==> src/rtl/uart_rx_byte.sv <==
`default_nettype none
// ============================================================================
//  Module   : uart_rx_byte
//  Purpose  : 8N1 asynchronous serial receiver. Resynchronises the rx line,
//             detects a start edge, checks it at mid start bit, then takes one
//             mid-bit sample for each of 8 data bits (LSB first) and the stop
//             bit. A good stop bit publishes the byte; a bad one flags a
//             framing error and disarms the receiver until the line idles
//             high again.
//  Ports    : clk       - clock, rising edge
//             rst       - asynchronous reset, active low
//             ce        - clock enable; low freezes FSM, counters, shifter
//             rx        - asynchronous serial line, idles high
//             rx_byte   - last good byte, held until the next good frame
//             byte_dv   - one-cycle pulse when rx_byte is updated
//             frame_err - one-cycle pulse when the stop bit samples low
//             busy      - high whenever the receiver is not idle
//  Revision : 1.0 - initial release
// ============================================================================
module uart_rx_byte #(
    parameter int CLKS_PER_BIT = 868
) (
    input  logic       clk,
    input  logic       rst,
    input  logic       ce,
    input  logic       rx,
    output logic [7:0] rx_byte,
    output logic       byte_dv,
    output logic       frame_err,
    output logic       busy
);

    localparam int CW = $clog2(CLKS_PER_BIT);
    localparam int H  = CLKS_PER_BIT / 2;

    // Terminal counts. The counter starts at 0 in the cycle after the
    // transition, so the sample falls H (or N) enabled cycles later.
    localparam logic [CW-1:0] HALF_LAST = CW'(H - 1);
    localparam logic [CW-1:0] BIT_LAST  = CW'(CLKS_PER_BIT - 1);

    typedef enum logic [1:0] {
        ST_IDLE  = 2'd0,
        ST_START = 2'd1,
        ST_DATA  = 2'd2,
        ST_STOP  = 2'd3
    } state_t;

    state_t        state, state_nxt;
    logic [CW-1:0] cnt, cnt_nxt;
    logic [2:0]    bit_idx, bit_idx_nxt;
    logic [7:0]    shift, shift_nxt;
    logic [7:0]    rx_byte_nxt;
    logic          armed, armed_nxt;
    logic          dv_nxt;
    logic          fe_nxt;
    logic          rx_meta;
    logic          rx_s;

    // Two-flop synchroniser, free running so the line is tracked even while
    // ce is low. Preset to idle level so reset never looks like a start bit.
    always_ff @(posedge clk or negedge rst) begin
        if (!rst) begin
            rx_meta <= 1'b1;
            rx_s    <= 1'b1;
        end else begin
            rx_meta <= rx;
            rx_s    <= rx_meta;
        end
    end

    always_comb begin
        state_nxt   = state;
        cnt_nxt     = cnt;
        bit_idx_nxt = bit_idx;
        shift_nxt   = shift;
        rx_byte_nxt = rx_byte;
        armed_nxt   = armed;
        dv_nxt      = 1'b0;
        fe_nxt      = 1'b0;

        case (state)
            ST_IDLE: begin
                // After a framing error (break / stuck-low line) the line
                // must be seen high before a new start edge is accepted.
                if (rx_s) begin
                    armed_nxt = 1'b1;
                end
                if (armed && !rx_s) begin
                    state_nxt = ST_START;
                    cnt_nxt   = '0;
                end
            end

            ST_START: begin
                if (cnt == HALF_LAST) begin
                    cnt_nxt = '0;
                    if (rx_s) begin
                        // Line went back high before mid start bit: glitch.
                        state_nxt = ST_IDLE;
                    end else begin
                        state_nxt   = ST_DATA;
                        bit_idx_nxt = 3'd0;
                    end
                end else begin
                    cnt_nxt = cnt + CW'(1);
                end
            end

            ST_DATA: begin
                if (cnt == BIT_LAST) begin
                    cnt_nxt   = '0;
                    // LSB arrives first: shift right, new sample into MSB.
                    shift_nxt = {rx_s, shift[7:1]};
                    if (bit_idx == 3'd7) begin
                        state_nxt = ST_STOP;
                    end else begin
                        bit_idx_nxt = bit_idx + 3'd1;
                    end
                end else begin
                    cnt_nxt = cnt + CW'(1);
                end
            end

            ST_STOP: begin
                if (cnt == BIT_LAST) begin
                    cnt_nxt = '0;
                    // Back to idle at mid stop bit so a back-to-back start
                    // edge half a bit later is still caught.
                    state_nxt = ST_IDLE;
                    if (rx_s) begin
                        rx_byte_nxt = shift;
                        dv_nxt      = 1'b1;
                    end else begin
                        fe_nxt    = 1'b1;
                        armed_nxt = 1'b0;
                    end
                end else begin
                    cnt_nxt = cnt + CW'(1);
                end
            end

            default: begin
                state_nxt = ST_IDLE;
            end
        endcase
    end

    always_ff @(posedge clk or negedge rst) begin
        if (!rst) begin
            state     <= ST_IDLE;
            cnt       <= '0;
            bit_idx   <= 3'd0;
            shift     <= 8'h00;
            rx_byte   <= 8'h00;
            armed     <= 1'b0;
            byte_dv   <= 1'b0;
            frame_err <= 1'b0;
        end else begin
            // Pulses are cleared on every clock, independent of ce, so they
            // never last more than one cycle.
            byte_dv   <= ce & dv_nxt;
            frame_err <= ce & fe_nxt;
            if (ce) begin
                state   <= state_nxt;
                cnt     <= cnt_nxt;
                bit_idx <= bit_idx_nxt;
                shift   <= shift_nxt;
                rx_byte <= rx_byte_nxt;
                armed   <= armed_nxt;
            end
        end
    end

    assign busy = (state != ST_IDLE);

endmodule
`default_nettype wire

==> config.mk <==
export PLATFORM = sky130hd
export DESIGN_NAME = uart_rx_byte
export DESIGN_NICKNAME = d
export VERILOG_FILES = /design/src/rtl/uart_rx_byte.sv
export SDC_FILE = /design/constraint.sdc
export NUM_CORES = 1
export LEC_CHECK = 0
export ABC_AREA = 1
export CAP_MARGIN = 15
export CORE_ASPECT_RATIO = 0.6
export CORE_UTILIZATION = 45
export DETAILED_ROUTE_END_ITERATION = 6
export SYNTH_ARGS = -nofsm -noshare
export SYNTH_HDL_FRONTEND = slang
export SYNTH_SLANG_ARGS = --single-unit
export TNS_END_PERCENT = 1
==> constraint.sdc <==
create_clock -name clk -period 2.3 [get_ports clk]
set_input_delay 0.23 -clock clk [delete_from_list [all_inputs] [get_ports clk]]
set_output_delay 0.23 -clock clk [all_outputs]
set_load 0.1 [all_outputs]
* After elaboration in Yosys (flattened, before gate mapping)
Cells that the tools add are included.
Word-level totals: word-level logic and storage cells 68, flip-flop bits (word level) 36, output and inout bits 11
Cells by class: reductions and logical operators 13, equal/unequal tests 15, bitwise gates (word level) 2, muxes and demuxes 26, $add $sub $neg 2
Operators by type and width (count):
- $mux 10 | 3
- $pmux 10 s3 | 1
- $ne 2x2->1 const B | 9
- $mux 2 | 6
- $mux 3 | 4
- $reduce_and 6->1 | 2
- $add 10x1->10 const B | 1
- $eq 10x10->1 const B | 1
- $eq 10x9->1 const B | 1
- $mux 1 | 9
- $pmux 2 s4 | 1
- $pmux 3 s2 | 1
- $reduce_bool 2->1 | 3
- $reduce_and 5->1 | 1
- $eq 2x2->1 const B | 2
- $reduce_and 4->1 | 1
- $add 3x1->3 const B | 1
- $eq 3x3->1 const B | 1
- $reduce_and 3->1 | 1
- $and 1x1->1 | 2
- $eq 2x1->1 const B | 1
- $logic_not 2->1 | 1
- $pmux 1 s2 | 1
- $reduce_and 2->1 | 1
- 3 further kinds | 3

* Longest topological paths before layout
Gate-level depths: netlist of the first run.
depth after elaboration 4, mapped depth 11, gate-level depth less buffers 11

* Worst setup path after synthesis of the first run
No wires, ideal clock.
path kind flip-flop to flip-flop, from register cnt[0], to register rx_byte[4], data required time 2.179 ns, path slack 0.849 ns, buffers on the path 1, data arrival time 1.330 ns, period minus slack after synthesis 1.451 ns, stages on the path, launching flop included 10, library setup time 0.121 ns, path through dfrtp_1 > ha_1 > nand2_1 > nor2_2 > nand3_4 > nor2_8 > nand3_4 > buf_6 > nand2_2 > o21ai_2
Between the ends: longest elaborated chain between the ends 2
Ends and longest elaborated chain:
- from (decl) | line 49 | logic [CW-1:0] cnt, cnt_nxt;
- from (signal assigned) | line 165 | cnt <= cnt_nxt;
- $eq 10x10->1 | line 125 | if (cnt == BIT_LAST) begin
- $reduce_and 4->1 (no source line)
- to (signal assigned) | line 168 | rx_byte <= rx_byte_nxt;
- to (decl) | line 27 | output logic [7:0] rx_byte,
No other way between the ends. A chain may end at the register's enable or synchronous reset.

* Final worst setup path of the first run
from register cnt[0], to register rx_byte[7]
The elaborated chain is that of the path after synthesis.

==> metrics.md, run 1 <==
| Metric | Value |
|---|---|
| RR Startpoint | cnt[0] |
| CP top delay family | simple AND/OR/NAND/NOR gates |
| CP max FO | 16 |
| Row cnt | 17 |
| Layout cell share with drive strength beyond 1 | 24.1% |
| Mapped Area | 1830 um2 |
| Number of DRC markers in iteration 0 | 82 |
| GRT Util Overall | 18.0% |
| Skew final | 0.00746 ns |
| Status | complete, but fails checks |
| HP Class | input pin to asynchronous set/reset pin |
| Vias in the first global route | 1237 |
| Yosys cell types | 29 |
| CP startpoint kind | register |
| Nets | 235 |
| TritonCTS clock tree | yes |
| Clk Latency, worst-skew pair | 0.28 ns |
| Fin. max-slew vios | 0 |
| WP buf/inv | 0 |
| Sequential-to-total area share from yosys stat | 49.4% |
| Net Count, Synth | 215 |
| First-pass GRT wire length | 5890 um |
| Via count | 1356 |
| Failing checks | design-rule violations |
| Clock Sinks | 36 |
| Ports | 15 |
| RSZ-0062 raised after global routing | no |
| Critical path's slowest cell | dfrtp_1 |
| Die ar. | 4340 um2 |
| Core area | 3790 um2 |
| Routed len/inst | 12.4 um |
| Area delta synth->final | 13.0% |
| H-tree levels | 2 |
| Gpl congestion | 0.810 |
| Crit path cell chain | ha_1 -> nand2_1 -> nor2_2 -> nand3_4 -> nor2_8 -> nand3_4 -> nand2_1 -> o21ai_2 |
| ANT nets after route | 0 |
| Initial antenna violation count | 0 |
| Max-Slew Margin vs Limit | 69.1% |
| Port Buffers | 14 |
| R2R setup slack | 0.68 ns |
| Static Leakage | 1.02 nW |
| Crit Path Class | register to register |
| Clock-pin slew on the worst setup and hold paths | 0.07 ns |
| Setup ws final | 0.682 ns |
| Post-DR vias/cell | 4.93 |
| Die height | 51.4 um |
| Fmax | 0.618 GHz |
| Post-place setup slack | 0.623 ns |
| Critical Path End Type | register |
| Final Hold Vio Count | 0 |
| CP arrival | 1.78 ns |
| Peak supply drop | 479 uV |
| Max Cap Violations | 0 |
| Root Buffer | clkbuf_8 |
| Hpwl dp | 2550 um |
| Mean Syn Cell Area | 8.84 um2 |
| Power per cell area | 832 nW/um2 |
| Ys Warns | 0 |
| Slowest stage delay, CP | 0.38 ns |
| Minimum clock period | 1.62 ns |
| DR DRC count | 2 |
| Largest net degree at the start of global routing | 37 |
| Detailed Route WL | 3410 um |
| Post-Syn Instances | 207 |
| Tightest Pin Transition | 0.463 ns |
| Die extent in x | 84.3 um |
| Post-CTS setup buffer count | 0 |
| Synth Register Bits | 36 |
| CP Launch Point | cnt[0] |
| Congestion Overflow GR | 0 |
| Worst-case clock buffer depth | 2 |
| Sum of negative setup slack | 0 ns |
| Crit path required time | 2.46 ns |
| ANT cells | 0 |
| TritonCTS Buffers | 5 |
| Post-cts hold buffer count | 0 |
| CTS resizes | 0 |
| Initial Utilization | 48.3% |
| Crit share post-route | 70.4% |
| Drt first pass iters | 7 |
| Setup Viol. Count Final | 0 |
-- area by class of cell --
type	count	area, um2
repair buffers	15	120
well taps	47	58.8
fillers	349	1720
inverters	33	140
clock inverters	1	5.00
multi-input cells	136	764
clock buffers	7	76.3
flip-flops and latches	36	903
-- cell usage after synthesis --
master,number,area (um2)
inv_2,4,15.0
and3_1,1,6.26
inv_4,1,6.26
nor3_2,1,10.0
nor2_1,10,37.5
a31oi_1,1,6.26
o21ai_2,15,131
nor3_1,1,5.00
nand3_4,2,35.0
a21oi_1,4,20.0
nand2_1,59,221
inv_1,26,97.6
o31ai_1,1,7.51
o21bai_1,1,7.51
nor2_2,4,25.0
nor2_4,1,11.3
bufinv_8,1,17.5
o22ai_1,1,6.26
dfstp_2,2,52.6
clkinv_1,1,3.75
nand2_2,4,25.0
xor2_1,2,17.5
buf_6,2,22.5
ha_1,4,50.1
nand2_4,1,11.3
o21ai_1,8,40.0
nand3_1,14,70.1
dfrtp_1,34,851
nor2_8,1,20.0
-- sequential cells by signal, indices dropped and copies added (netlist names), named ones only --
name,cells
cnt,10
state,1
byte_dv,1
frame_err,1
rx_s,1
rx_byte,8
rx_meta,1
shift,8
bit_idx,3
armed,1
-- cells by family after synthesis --
| logic type | Yosys count | synth area share [%] |
|---|---|---|
| compound gates | 31 | 12.0 |
| xor+xnor | 2 | 0.957 |
| fa+ha+maj | 4 | 2.73 |
| buf+inv | 35 | 8.89 |
| flops | 36 | 49.4 |
| simple gates | 99 | 26.1 |
-- per-layer routing --
metal	track usage (%)	up-vias	wire length (um)
li1	-	693	-
met4	3.39	0	0
met3	5.33	0	231
met2	24.9	39	1360
met1	27.5	624	1820
met5	0	-	0
-- worst paths after layout --
check / end / cells after the start
worst max-delay path: rx_byte[7] / 8
worst min-delay path: cnt[1] / 2
worst max register to register: rx_byte[7] / 8
worst min register to register: rx_s / 0
max in group asynchronous: rx_s / 2
min in group clk: rx_s / 0
-- through the flow --
step	hold WS, ns	area (um2)	total power (W)	std cells	util (%)
floorplan	-0.0656	1830	0.00116	207	-
global placement	0.347	1990	0.00128	267	52.5
detailed placement	0.352	1990	0.00130	267	52.5
CTS	0.353	2070	0.00173	275	54.6
global route	0.349	2070	0.00184	275	54.6
finish	0.359	2070	0.00172	275	54.6
-- placed cells by master, fill, tap and decap left out, types with 2 or more instances in the layout --
cell type,Yosys,routed
a21oi_1,4,4
buf_4,0,12
clkbuf_1,0,2
clkbuf_8,0,5
clkdlybuf4s50_1,0,3
dfrtp_1,34,34
dfstp_2,2,2
ha_1,4,4
inv_1,26,26
inv_2,4,4
nand2_1,59,59
nand2_2,4,4
nand3_1,14,14
nand3_4,2,2
nor2_1,10,10
nor2_2,4,4
o21ai_1,8,8
o21ai_2,15,15
xor2_1,2,2
-- report_power, final --
part | internal [W] | switching (W) | leakage, nW | total, W
combinational | 0.000148 | 0.000382 | 0.490 | 0.000531
clock | 0.000213 | 0.000211 | 0.0422 | 0.000424
sequential | 0.000694 | 0.0000724 | 0.483 | 0.000766
total | 0.00105 | 0.000666 | 1.02 | 0.00172
Power figures use the tool's default switching activity.
==> run 2, diff against run 1 <==
==> constraint.sdc (replaced) <==
create_clock -name clk -period 1.6 [get_ports clk]
set_input_delay 0.16 -clock clk [delete_from_list [all_inputs] [get_ports clk]]
set_output_delay 0.16 -clock clk [all_outputs]
set_load 0.1 [all_outputs]
==> metrics.md, run 2 (same netlist as run 1, synthesis figures left out) <==
| Metric | Value |
|---|---|
| Max-Slew Margin vs Limit | 69.5% (+0.41 points) |
| Crit share post-route | 102% (+32 points) |
| Row cnt | 17 (unchanged) |
| Fmax | 0.613 GHz (-0.78%) |
| Clk Latency, worst-skew pair | 0.30 ns (+0.02 ns) |
| CP top delay family | simple AND/OR/NAND/NOR gates |
| Via count | 1430 (+5.5%) |
| TritonCTS clock tree | yes |
| H-tree levels | 2 (unchanged) |
| Initial antenna violation count | 0 (unchanged) |
| HP Class | input pin to register |
| DR DRC count | 2 (unchanged) |
| CP arrival | 1.81 ns (+0.03 ns) |
| Final Hold Vio Count | 0 (unchanged) |
| DP Cell Count | 269 (+0.75%) |
| DR WL met3 | 189 um (-18%) |
| Clock Sinks | 36 (unchanged) |
| Skew final | 0.0137 ns (+0.00623 ns) |
| Area delta synth->final | 27.5% |
| Initial Utilization | 48.3% (unchanged) |
| Crit Path Class | register to register |
| Cell Int Power | 0.00161 W (+53%) |
| Tightest Pin Transition | 0.457 ns (-0.00613 ns) |
| Setup ws final | -0.0309 ns (-0.713 ns) |
| Die height | 51.4 um (unchanged) |
| Ports | 15 (unchanged) |
| Logic pwr share | 34.5% (+3.7 points) |
| Number of DRC markers in iteration 0 | 120 (+46%) |
| Static Leakage | 1.06 nW (+4.7%) |
| Critical path's slowest cell | dfrtp_1 |
| Peak supply drop | 925 uV (+93%) |
| WP buf/inv | 0 (unchanged) |
| RSZ-0062 raised after global routing | yes |
| Congestion Overflow GR | 0 (unchanged) |
| Routed len/inst | 13.9 um (+12%) |
| Layout cell share with drive strength beyond 1 | 33.9% (+9.8 points) |
| Post-DR vias/cell | 5.11 (+3.6%) |
| Gpl congestion | 0.852 (+5.2%) |
| TritonCTS Buffers | 5 (unchanged) |
| Crit path cell chain | ha_4 -> nand2_4 -> nor2_4 -> nand3_4 -> nor2_8 -> nand3_4 -> nand2_2 -> o21ai_2 |
| Switching Fraction | 39.6% (+0.88 points) |
| Switching power | 0.00105 W (+58%) |
| Met1 WL | 1890 um (+4.0%) |
| Setup Viol. Count Final | 8 (+8) |
| Critical Path End Type | register |
| First-pass GRT wire length | 6330 um (+7.5%) |
| Vias in the first global route | 1345 (+8.7%) |
| CP startpoint kind | register |
| Crit path required time | 1.78 ns (-0.68 ns) |
| GRT Util Overall | 20.1% (+2.1 points) |
| Reg with most FFs | cnt |
| Flop pwr share | 42.0% (-2.5 points) |
| Largest net degree at the start of global routing | 37 (unchanged) |
| Status | complete, but fails checks |
| Port Buffers | 14 (unchanged) |
| Commonest non-fill, non-tap cell in the layout | nand2_1 |
| Clock-pin slew on the worst setup and hold paths | 0.07 ns (about the same) |
| Die ar. | 4340 um2 (unchanged) |
| Detailed Route WL | 3880 um (+14%) |
| CP max FO | 8 (-8) |
| Worst-case clock buffer depth | 2 (unchanged) |
| Failing checks | design-rule violations, negative setup slack |
| Uppermost routed layer | met4 |
| Die extent in x | 84.3 um (unchanged) |
| Fin. max-slew vios | 0 (unchanged) |
| Clock share of power | 23.5% (-1.1 points) |
| Fin cells | 280 (+1.8%) |
| Most frequent cells in the layout | nand2_1, dfrtp_1, inv_1 |
| ANT nets after route | 0 (unchanged) |
| ANT cells | 0 (unchanged) |
| Biggest regs | cnt (10), rx_byte (8), shift (8) |
| Core area | 3790 um2 (unchanged) |
| Root Buffer | clkbuf_8 |
| Routed wl met2 | 1750 um (+28%) |
| Nets | 240 (+2.1%) |
| Drt first pass iters | 6 (-1) |
| Slowest stage delay, CP | 0.43 ns (+0.05 ns) |
| Power per cell area | 1140 nW/um2 (+37%) |
| Minimum clock period | 1.63 ns (+0.0128 ns) |
| Post-route core utilization | 61.6% (+7.0 points) |
| CP dominant cell by count | nand3_4 |
| Max Cap Violations | 0 (unchanged) |
| Hpwl dp | 2680 um (+5.0%) |
| Max reg flops | 10 (unchanged) |
run 2: changes by cell type in the layout (fill, tap and decap cells not counted), moves of 2 or more:
cell	before	now
nand2_1	59	45
buf_4	12	5
buf_12	0	11
nand2_2	4	16
ha_1	4	2
run 2: per-stage QoR:
stage	setup TNS [ns]	setup WS (ns)	hold WS, ns	total power, W	area, um2
2_1_floorplan	0	0.149	-0.136	0.00167	1830
3_5_place_dp	-0.180	-0.0406	0.353	0.00192	2140
3_3_place_gp	0	0.0243	0.349	0.00189	2140
4_1_cts	-0.0121	-0.00601	0.269	0.00257	2250
6_report	-0.130	-0.0309	0.270	0.00267	2330
5_1_grt	-1.05	-0.0912	0.294	0.00282	2330
run 2: metal layers:
metal	up-vias	GRT usage [%]
met5	-	0
met4	0	8.47
met3	7	5.33
met2	34	31.3
met1	688	26.8
li1	701	-
run 2: worst paths after layout:
path                       startpoint          to  slack [ns]  depth (start not counted)
setup / recovery               cnt[0]  rx_byte[1]       -0.03                          8
hold / removal                     rx     rx_meta        0.27                          1
setup reg to reg               cnt[0]  rx_byte[1]       -0.03                          8
hold reg to reg               rx_meta        rx_s        0.36                          0
max in group asynchronous         rst        rx_s        0.97                          2
min in group asynchronous         rst       armed        0.28                          2
run 2: cell type report:
type	count	area, um2
Fill cell	306	1450
Sequential cell	36	905
Multi-Input combinational cell	137	861
Timing Repair Buffer	19	288
Inverter	33	140
Clock buffer	7	76.3
Tap cell	47	58.8
Clock inverter	1	5.00
run 2: what timing repair did:
action                     in CTS  in global routing
hold buffers                    0                  0
buffers inserted                0                  2
gates cloned                    1                  0
gates resized for setup         2                 23
setup endpoints to repair       8                 32
pin swaps                       1                  9
run 2: power by group through the flow:
stage	sequential [W]	clock, W	combinational, W
2_1_floorplan	0.00109	0	0.000580
3_3_place_gp	0.00111	0	0.000788
3_5_place_dp	0.00112	0	0.000801
4_1_cts	0.00110	0.000646	0.000821
5_1_grt	0.00113	0.000690	0.00100
6_report	0.00112	0.000626	0.000920
==> run 3, diff against run 2 <==
--- a/config.mk
+++ b/config.mk
@@ -10,6 +10,8 @@
 export CORE_ASPECT_RATIO = 0.6
 export CORE_UTILIZATION = 45
 export DETAILED_ROUTE_END_ITERATION = 6
+export GPL_ROUTABILITY_DRIVEN = 0
+export RECOVER_POWER = 50
 export SYNTH_ARGS = -nofsm -noshare
 export SYNTH_HDL_FRONTEND = slang
 export SYNTH_SLANG_ARGS = --single-unit
==> metrics.md, run 3 (same netlist as run 1, synthesis figures left out) <==
| Metric | Value |
|---|---|
| TritonCTS clock tree | yes |
| Static Leakage | 1.06 nW (about the same) |
| Commonest non-fill, non-tap cell in the layout | nand2_1 |
| Clock-pin slew on the worst setup and hold paths | 0.07 ns (about the same) |
| Layout cell share with drive strength beyond 1 | 33.9% (unchanged) |
| Clock Sinks | 36 (unchanged) |
| Crit share post-route | 102% (about the same) |
| Peak supply drop | 924 uV (about the same) |
| Largest net degree at the start of global routing | 37 (unchanged) |
| Worst-case clock buffer depth | 2 (unchanged) |
| Setup ws final | -0.0309 ns (+0.0000336 ns) |
| Total power | 0.00266 W (about the same) |
| Status | complete, but fails checks |
| GRT Util Overall | 20.1% (unchanged) |
| Placement Cell Area | 2140 um2 (unchanged) |
| First-pass GRT wire length | 6330 um (unchanged) |
| Post-cts hold buffer count | 0 (unchanged) |
| Failing checks | design-rule violations, negative setup slack |
| Tightest Pin Transition | 0.888 ns (+0.431 ns) |
| Port Buffers | 14 (unchanged) |
| Via count | 1428 (-0.14%) |
| Nets | 240 (unchanged) |
| Fmax | 0.613 GHz (about the same) |
| Core area | 3790 um2 (unchanged) |
| TritonCTS Buffers | 5 (unchanged) |
| CP arrival | 1.81 ns (about the same) |
| Drt first pass iters | 6 (unchanged) |
| Number of DRC markers in iteration 0 | 120 (unchanged) |
| Post-DR vias/cell | 5.10 (-0.14%) |
| Row cnt | 17 (unchanged) |
| Max Cap Violations | 0 (unchanged) |
| Setup Viol. Count Final | 8 (unchanged) |
| Congestion Overflow GR | 0 (unchanged) |
| Number of fill cells | 305 (-0.33%) |
| CP startpoint kind | register |
| Skew final | 0.0137 ns (-0.0000363 ns) |
| H-tree levels | 2 (unchanged) |
| Routed len/inst | 13.8 um (about the same) |
| Max-Slew Margin vs Limit | 40.8% (-29 points) |
| Reg with most FFs | cnt |
| Slowest stage delay, CP | 0.43 ns (about the same) |
| Most frequent cells in the layout | nand2_1, dfrtp_1, inv_1 |
| CP dominant cell by count | nand3_4 |
| Area delta synth->final | 27.3% |
| Final Hold Vio Count | 0 (unchanged) |
| ANT cells | 0 (unchanged) |
| Hpwl dp | 2680 um (unchanged) |
| Post-route core utilization | 61.6% (-0.066 points) |
| Fin Hold WS | 0.361 ns (+0.0905 ns) |
| WP buf/inv | 0 (unchanged) |
| Clk Latency, worst-skew pair | 0.30 ns (about the same) |
| Crit Path Class | register to register |
| Crit path required time | 1.78 ns (about the same) |
| Die extent in x | 84.3 um (unchanged) |
| Max reg flops | 10 (unchanged) |
| CP top delay family | simple AND/OR/NAND/NOR gates |
| Die ar. | 4340 um2 (unchanged) |
| Die height | 51.4 um (unchanged) |
| Biggest regs | cnt (10), rx_byte (8), shift (8) |
| Post-place setup slack | -0.0406 ns (unchanged) |
| Power per cell area | 1140 nW/um2 (about the same) |
| Root Buffer | clkbuf_8 |
| Fin. max-slew vios | 0 (unchanged) |
| Minimum clock period | 1.63 ns (-0.0000336 ns) |
| Critical Path End Type | register |
| Ports | 15 (unchanged) |
| Crit path cell chain | ha_4 -> nand2_4 -> nor2_4 -> nand3_4 -> nor2_8 -> nand3_4 -> nand2_2 -> o21ai_2 |
| CP max FO | 8 (unchanged) |
| Initial Utilization | 48.3% (unchanged) |
| RSZ-0062 raised after global routing | yes |
| Fin area | 2330 um2 (-0.11%) |
| DR DRC count | 2 (unchanged) |
| Critical path's slowest cell | dfrtp_1 |
| Initial antenna violation count | 0 (unchanged) |
| ANT nets after route | 0 (unchanged) |
| Detailed Route WL | 3880 um (about the same) |
| Vias in the first global route | 1345 (unchanged) |
| HP Class | register to register |
-- run 3: worst register-to-register path, stage by stage, from the launching register on --
cell     delay [ns]
dfrtp_1        0.43
ha_4           0.18
nand2_4        0.05
nor2_4         0.11
nand3_4        0.14
nor2_8         0.24
nand3_4        0.20
nand2_2        0.12
o21ai_2        0.05
-- run 3: layout make-up --
type	count	area, um2	share of cell area, %
Clock buffer	7	76.3	3.27
Clock inverter	1	5.00	0.215
Inverter	33	140	6.01
Multi-Input combinational cell	137	861	36.9
Sequential cell	36	905	38.8
Tap cell	47	58.8	2.52
Timing Repair Buffer	19	285	12.2
-- run 3: repair_timing --
action                     CTS  global route
setup endpoints to repair    8            32
buffers inserted             0             2
pin swaps                    1             9
gates resized for setup      2            23
cloned                       1             0
-- run 3: layer usage --
metal	global-route usage (%)	up-vias	wire, um
met5	0	-	0
met4	8.47	0	54
met3	5.33	7	180
met2	31.3	32	1740
met1	26.8	688	1900
li1	-	701	-
-- run 3: stage by stage --
| stage | std cells | setup TNS [ns] |
|---|---|---|
| after global placement | 269 | 0 |
| after CTS | 278 | -0.0121 |
| after detailed placement | 269 | -0.180 |
| final | 280 | -0.130 |
| after floorplan | 207 | 0 |
| after global routing | 280 | -1.05 |
-- run 3: path summary, 6_finish.rpt --
| check | slack, ns | cells after the start | endpoint | startpoint |
|---|---|---|---|---|
| min in group asynchronous | 0.51 | 2 | armed | rst |
| setup / recovery | -0.03 | 8 | rx_byte[1] | cnt[0] |
| max in group asynchronous | 0.48 | 2 | cnt[1] | rst |
| hold reg to reg | 0.36 | 0 | rx_s | rx_meta |
| hold / removal | 0.36 | 0 | rx_s | rx_meta |
| setup reg to reg | -0.03 | 8 | rx_byte[1] | cnt[0] |
-- run 3: report_power, final --
group,internal (W),switching [W],total [W]
sequential,0.00100,0.000120,0.00112
combinational,0.000304,0.000614,0.000918
clock,0.000305,0.000321,0.000626
total,0.00161,0.00105,0.00266
